`src/rtl/tone_meter_pkg.sv`:
```
// Shared types and sizing helpers for the tone period meter.
package tone_meter_pkg;

    typedef enum logic {
        ARM     = 1'b0,
        MEASURE = 1'b1
    } meter_state_e;

    // Accumulator holds up to 2^avg_log2 periods of cnt_w bits each.
    function automatic int acc_width(input int cnt_w, input int avg_log2);
        return cnt_w + avg_log2;
    endfunction

endpackage

```
`src/rtl/hyst_cross_detect.sv`:
```
// Signed hysteresis comparator; flags the accepted sample that moves the state LOW->HIGH.
module hyst_cross_detect #(
    parameter int DATA_WIDTH = 16,
    parameter int HYST       = 256
) (
    input  logic                         clk_i,
    input  logic                         arst_i,
    input  logic                         en_i,
    input  logic signed [DATA_WIDTH-1:0] data_i,
    output logic                         rise_o
);

    localparam logic signed [DATA_WIDTH-1:0] POS_TH = DATA_WIDTH'(HYST);
    localparam logic signed [DATA_WIDTH-1:0] NEG_TH = DATA_WIDTH'(-HYST);

    logic above, below, high_q;

    assign above = (data_i >= POS_TH);
    assign below = (data_i <= NEG_TH);

    always_ff @(posedge clk_i or posedge arst_i) begin
        if (arst_i) begin
            high_q <= 1'b0;
        end else if (en_i) begin
            if (above)      high_q <= 1'b1;
            else if (below) high_q <= 1'b0;
        end
    end

    assign rise_o = en_i & above & ~high_q;

endmodule

```
`src/rtl/tone_period_meter.sv`:
```
// Measures tone period in accepted samples between rising crossings and reports
// the floor mean over 2^AVG_LOG2 periods, with loss-of-tone detection.
module tone_period_meter
    import tone_meter_pkg::*;
#(
    parameter int DATA_WIDTH = 16,
    parameter int CNT_WIDTH  = 24,
    parameter int HYST       = 256,
    parameter int AVG_LOG2   = 2,
    parameter int TIMEOUT    = 65535
) (
    input  logic                         clk_i,
    input  logic                         arst_i,
    input  logic                         en_i,
    input  logic signed [DATA_WIDTH-1:0] data_i,
    output logic [CNT_WIDTH-1:0]         period_o,
    output logic                         valid_o,
    output logic                         locked_o,
    output logic                         timeout_o
);

    localparam int ACC_W = acc_width(CNT_WIDTH, AVG_LOG2);
    localparam int IDX_W = AVG_LOG2 + 1;
    localparam logic [IDX_W-1:0]     IDX_LAST = IDX_W'((1 << AVG_LOG2) - 1);
    localparam logic [CNT_WIDTH-1:0] CNT_MAX  = '1;
    localparam logic [CNT_WIDTH-1:0] TO_LAST  = CNT_WIDTH'(TIMEOUT - 1);

    meter_state_e         state_q, state_d;
    logic                 rise, hit_to, capture, complete;
    logic [CNT_WIDTH-1:0] cnt_q, cur_period;
    logic [ACC_W-1:0]     acc_q, acc_sum;
    logic [IDX_W-1:0]     idx_q;

    hyst_cross_detect #(
        .DATA_WIDTH(DATA_WIDTH),
        .HYST      (HYST)
    ) u_cross (
        .clk_i (clk_i),
        .arst_i(arst_i),
        .en_i  (en_i),
        .data_i(data_i),
        .rise_o(rise)
    );

    // A crossing on the sample that would reach TIMEOUT takes precedence.
    assign hit_to     = en_i & ~rise & (cnt_q == TO_LAST);
    assign cur_period = cnt_q + 1'b1;
    assign acc_sum    = acc_q + ACC_W'(cur_period);

    always_ff @(posedge clk_i or posedge arst_i) begin
        if (arst_i) state_q <= ARM;
        else        state_q <= state_d;
    end

    always_comb begin
        state_d = state_q;
        unique case (state_q)
            ARM:     if (rise)   state_d = MEASURE;
            MEASURE: if (hit_to) state_d = ARM;
            default:             state_d = ARM;
        endcase
    end

    always_comb begin
        capture  = 1'b0;
        complete = 1'b0;
        if (state_q == MEASURE) begin
            capture  = rise;
            complete = rise & (idx_q == IDX_LAST);
        end
    end

    always_ff @(posedge clk_i or posedge arst_i) begin
        if (arst_i) begin
            cnt_q     <= '0;
            acc_q     <= '0;
            idx_q     <= '0;
            period_o  <= '0;
            valid_o   <= 1'b0;
            locked_o  <= 1'b0;
            timeout_o <= 1'b0;
        end else begin
            valid_o   <= 1'b0;
            timeout_o <= 1'b0;
            if (en_i) begin
                if (rise)                cnt_q <= '0;
                else if (cnt_q != CNT_MAX) cnt_q <= cnt_q + 1'b1;
            end
            if (hit_to) begin
                acc_q     <= '0;
                idx_q     <= '0;
                locked_o  <= 1'b0;
                timeout_o <= 1'b1;
            end else if (complete) begin
                period_o <= CNT_WIDTH'(acc_sum >> AVG_LOG2);
                valid_o  <= 1'b1;
                locked_o <= 1'b1;
                acc_q    <= '0;
                idx_q    <= '0;
            end else if (capture) begin
                acc_q <= acc_sum;
                idx_q <= idx_q + 1'b1;
            end
        end
    end

endmodule

```
`config.mk`:
```
export PLATFORM = sky130hd
export DESIGN_NAME = tone_period_meter
export DESIGN_NICKNAME = d
export VERILOG_FILES = /design/src/rtl/tone_meter_pkg.sv /design/src/rtl/hyst_cross_detect.sv /design/src/rtl/tone_period_meter.sv
export SDC_FILE = /design/constraint.sdc
export NUM_CORES = 1
export LEC_CHECK = 0
export BUFFER_PORTS_ARGS = -buffer_cell sky130_fd_sc_hd__buf_2
export CAP_MARGIN = 20
export CORE_UTILIZATION = 35
export DETAILED_ROUTE_END_ITERATION = 12
export PLACE_DENSITY_LB_ADDON = 0.12
export REMOVE_ABC_BUFFERS = 1
export SKIP_CTS_REPAIR_TIMING = 1
export SLEW_MARGIN = 20
export SYNTH_ARGS = -nofsm -noshare
export SYNTH_HDL_FRONTEND = slang
export SYNTH_SLANG_ARGS = --single-unit
```
`constraint.sdc`:
```
create_clock -name clk_i -period 5 [get_ports clk_i]
set_input_delay 0 -clock clk_i [delete_from_list [all_inputs] [get_ports clk_i]]
set_output_delay 0 -clock clk_i [all_outputs]
set_load 0.02 [all_outputs]
```
After elaboration in Yosys (flattened, before gate mapping). Index checks and enable logic that the tools add are counted.

Equality and inequality tests: 3. Bitwise logic cells: 9. Mux-type cells: 20. Order comparisons: 2. Reductions and logical operators: 7. $add $sub $neg: 3.

Operators with widths (count): two-way mux 26 bit (3); two-way mux 24 bit (2); adder 26 x 24 -> 26 bit (1); adder 24 x 1 -> 24 bit (second input constant) (1); == test 24 x 16 -> 1 bit (second input constant) (1); != test 24 bit (second input constant) (1); >= comparator 16 x 10 -> 1 bit (second input constant) (1); <= comparator 16 x 9 -> 1 bit (second input constant) (1); two-way mux 1 bit (11); two-way mux 3 bit (3); AND reduction 2 bit (3); nonzero test 2 bit (3); AND 1 bit (5); NOT 1 bit (4); adder 3 x 1 -> 3 bit (second input constant) (1); == test 3 x 2 -> 1 bit (second input constant) (1); nonzero test 3 bit (1); one-hot mux 1 bit (2 select lines) (1).

Register bits after elaboration: 82. Output and inout port bits: 27. Word-level logic and storage cells: 53.

Depth between registers and ports, before layout.
Depth in word-level cells: 8. Depth in mapped cells: 15. Gate-level depth less buffers: 15.

By module. From an unflattened synthesis, not the netlist that was laid out.

Cell total of the unflattened synthesis: 563. Area total of the unflattened synthesis: 5176.2 µm².

By module, submodules not included: tone_period_meter (times used 1, area an instance 5067.4 µm², cells each 549); hyst_cross_detect (times used 1, area an instance 108.9 µm², cells each 14).

Least setup slack after synthesis. No wires, ideal clock.

Kind: register -> register. From: register cnt_q[2]. To: register acc_q[25]. Data arrival time: 3.147 ns. Path slack: 1.784 ns. Setup time: 0.069 ns. Data required time: 4.931 ns. Cell stages (with the launch flop): 16. Cell sequence: dfrtp_1 -> and4_1 -> and3_1 -> nor2b_1 -> nand3_1 -> nor2_1 -> xor2_1 -> ha_1 -> nand2_1 -> o21ai_0 -> nand3_1 -> a21boi_0 -> or2_2 -> a31oi_1 -> or4_1 -> nand3_1.

Cells in the longest elaborated chain, start to end: 5.

Ends and longest elaborated chain: start: declaration (RTL line tone_period_meter.sv:30) `logic [CNT_WIDTH-1:0] cnt_q, cur_period;`; start signal: assignment (RTL line tone_period_meter.sv:87) `else if (cnt_q != CNT_MAX) cnt_q <= cnt_q + 1'b1;`; adder 24 x 1 -> 24 bit (RTL line tone_period_meter.sv:47) `assign cur_period = cnt_q + 1'b1;`; adder 26 x 24 -> 26 bit (RTL line tone_period_meter.sv:48) `assign acc_sum = acc_q + ACC_W'(cur_period);`; two-way mux 26 bit (RTL line tone_period_meter.sv:100) `end else if (capture) begin`; two-way mux 26 bit (RTL line tone_period_meter.sv:94) `end else if (complete) begin`; two-way mux 26 bit (RTL line tone_period_meter.sv:89) `if (hit_to) begin`; end signal: assignment (RTL line tone_period_meter.sv:101) `acc_q <= acc_sum;`; end: declaration (RTL line tone_period_meter.sv:31) `logic [ACC_W-1:0] acc_q, acc_sum;`.

Parallel ways exist; a longest one is shown, timed or not. The select of a mux whose other input is x is not followed. A chain may end at the register's enable or synchronous reset.

Final worst setup path.
From: register cnt_q[2]. To: register acc_q[24].

The elaborated chain is that of the path after synthesis.

==> impl_metrics.yaml <==
clock_tree:
  cts_root_buf: "clkbuf_16"
  cts.clk_slew.worst_paths_ns: 0.06
  clkLatencyLatePin_ns: 0.34
  cts_max_path_buffers: 2
  htreeDepth: 3
  tritoncts: "built"
  cts_sinks: 82
  cts_buffers: 9
timing:
  worst_slew_pin_slew_ns: 1.03
  setup_slack_ns: 1.23
  slew_violations: 0
  setup_viol: 0
  whs_ns: 0.0919
  finClkSkew_ns: 0.00804
  rsz0062_at_grt: "false"
  relSlewSlack_pct: 30.8
  period_needed_ns: 3.77
  tns_ns: 0
  hold_violations: 0
  fmaxAchievable_mhz: 265
  min_period_over_period_pct: 75.4
cells_and_area:
  area_growth_pct: 14.6
  fillers: 1342
  antennaDiodeCount: 0
  final_cells: 721
  nets: 590
  final_common_cell: "dfrtp_1"
  fin_util_pct: 41.6
  register_area_mm2: 0.00205
  layout-drive-gt1-share_pct: 17.1
  finish.instance_area_mm2: 0.00560
  final_cell_mix: "dfrtp_1 (82), nand2_1 (49), buf_2 (45), o21ai_0 (34)"
  multi_input_area_mm2: 0.00270
power:
  internal_power_mw: 1.37
  power_mw: 1.96
  power_leakage_nw: 2.71
  p_sw_mw: 0.597
  pwr_density_cell_mw_per_mm2: 350
  vdd_drop_max_mv: 0.114
  clockPowerShare_pct: 34.4
  combPwrFrac_pct: 23.9
  power.switching_fraction_pct: 30.4
  seq_power_share_pct: 41.8
synthesis:
  syn-cell-area_mm2: 0.00489
  synth-edff-count: 0
  syn_inst: 498
  synth_cell_types: 54
  ys_ff_latch: 82
  yosysSeqAreaShare_pct: 42.0
  ys.flop_type: "dfrtp_1"
  ys_warn_count: 0
  syn_area_per_cell_um2: 9.82
  async_reset_ff_share_pct: 100
detailed_routing:
  vias: 3901
  wl_um: 11700
  antenna_left: 0
  drtPass1Iterations: 4
  drc: 0
  viasPerCell: 5.41
  wl_per_cell_um: 16.2
  dr.first_iter.drc_count: 199
critical_path:
  crit_chain: "and4_1, and3_1, nor2b_1, nand3_1, nor2_1, xor2_1, ha_1, nand2_1, nor2_1, nand2_1, o211ai_1, a41oi_1, o31a_1, or3_1, o21ai_0"
  critical_path_depth: 15
  slowest_stage: "dfrtp_1"
  cp_data_arrival_time_ns: 4.03
  cp.required_ns: 5.26
  cp-start-kind: "register"
  critPathTopFamily: "simple AND/OR/NAND/NOR gates"
  endpoint: "acc_q[24]"
  crit_buf_inv: 0
  slowest_delay_ns: 0.45
  path_class: "register to register"
  regToRegEndpoint: "acc_q[24]"
  startpoint: "cnt_q[2]"
  rrSetupSlack_ns: 1.23
  r2r_cells: 15
  critPathMaxFanout: 8
  cp-end-kind: "register"
  r2r_start: "cnt_q[2]"
run_status:
  status: "completed"
floorplanning:
  pin_count: 46
  core-area_mm2: 0.0135
  row_count: 42
  die_h_um: 120
  initial_core_util_pct: 36.3
  fp.dieW_um: 120
  fp.dieArea_mm2: 0.0144
placement:
  io_buffers: 45
  place_area_mm2: 0.00528
  pre_cts_ws_ns: 1.26
  detailed_place_hpwl_um: 8270
  place.gp.congestion: 0.855
  place_inst: 703
hold_path:
  hp-class: "input pin to register"
global_route:
  antenna_found_initial: 0
  grt_pass1_wl_um: 19200
  grtUsageTotal_pct: 17.2
  grt_overflow: 0
  grt_pass1_vias: 3688
  grt_start_max_net_pins: 60
run:
  drv_cap: 0
## layer usage
metal	vias up	wire length [µm]	share of wire (%)	GRT usage [%]
met1	1906	6010	51	24.3
met3	10	427	3.6	3.44
met2	76	5140	44	26.4
met4	0	136	1.2	5.08
met5	-	0	0	0
li1	1909	-	-	-
## logic make-up after synthesis
logic type,count (synthesis),share of synthesized area (%)
and+or+nand+nor,140,14.3
adders and majority gates,31,8.09
muxes,18,4.12
buffers and inverters,36,3.15
xor gates and xnor gates,46,8.24
AOI/OAI and AO/OA,145,20.2
DFF,82,42.0
## sequential cells by signal, indices dropped and copies added, names as in the netlist
signal and count:
cnt_q 24, idx_q 3, valid_o 1, locked_o 1, period_o 24, acc_q 26, timeout_o 1, state_q 1
u_cross.high_q 1
## cells in the mapped netlist, types with 2 or more instances
cell type,number,area (µm²)
a21o_1,5,37.5
and2_1,2,12.5
a21oi_1,31,155
nand2_1,49,184
nor2_1,24,90.1
a22o_1,29,254
o21ai_1,6,30.0
o22ai_1,2,12.5
or2_2,3,18.8
a31oi_1,8,50.1
xnor2_1,26,228
or3_1,6,37.5
dfrtp_1,82,2050
nor3_1,5,25.0
nand3_1,16,80.1
o21ai_0,34,170
buf_2,6,30.0
and3_1,5,31.3
o21a_1,5,37.5
nor4_1,5,31.3
nor2b_1,4,25.0
ha_1,30,375
o311ai_0,2,17.5
o211ai_1,2,15.0
and4_1,7,61.3
nand4_1,9,56.3
clkbuf_1,11,41.3
mux2_2,17,191
o21bai_1,5,37.5
o41ai_2,2,32.5
xor2_1,20,175
o31ai_1,4,30.0
inv_1,15,56.3
## worst register-to-register path, cell delays in order (launching register included)
cell and delay [ns]:
dfrtp_1 0.45, and4_1 0.32, and3_1 0.27, nor2b_1 0.29
nand3_1 0.32, nor2_1 0.20, xor2_1 0.11, ha_1 0.40
nand2_1 0.10, nor2_1 0.14, nand2_1 0.07, o211ai_1 0.11
a41oi_1 0.13, o31a_1 0.37, or3_1 0.32, o21ai_0 0.08
## worst min path at each step
stage	from	end	slack, ns	depth (start not counted)
2_1_floorplan	data_i[15]	u_cross.high_q	0.09	1
3_3_place_gp	arst_i	valid_o	0.009	2
3_5_place_dp	arst_i	valid_o	0.02	2
4_1_cts	arst_i	acc_q[19]	-0.35	2
5_1_grt	data_i[10]	u_cross.high_q	0.15	5
6_report	en_i	u_cross.high_q	0.09	4
## layout make-up
type / count / share of cell area, %
clock inverters: 2 / 0.625
flip-flops and latches: 82 / 36.6
well taps: 176 / 3.93
inverters: 16 / 1.09
clock buffers: 14 / 4.71
repair buffers: 51 / 4.91
multi-input cells: 380 / 48.1
## power by group through the flow
stage | clock (mW) | sequential (mW) | combinational (mW)
after global routing | 0.724 | 0.831 | 0.530
after detailed placement | 0 | 0.831 | 0.474
after global placement | 0 | 0.827 | 0.463
final | 0.674 | 0.820 | 0.468
after CTS | 0.702 | 0.820 | 0.475
after floorplan | 0 | 0.858 | 0.308
(Power assumes the default switching activity.)
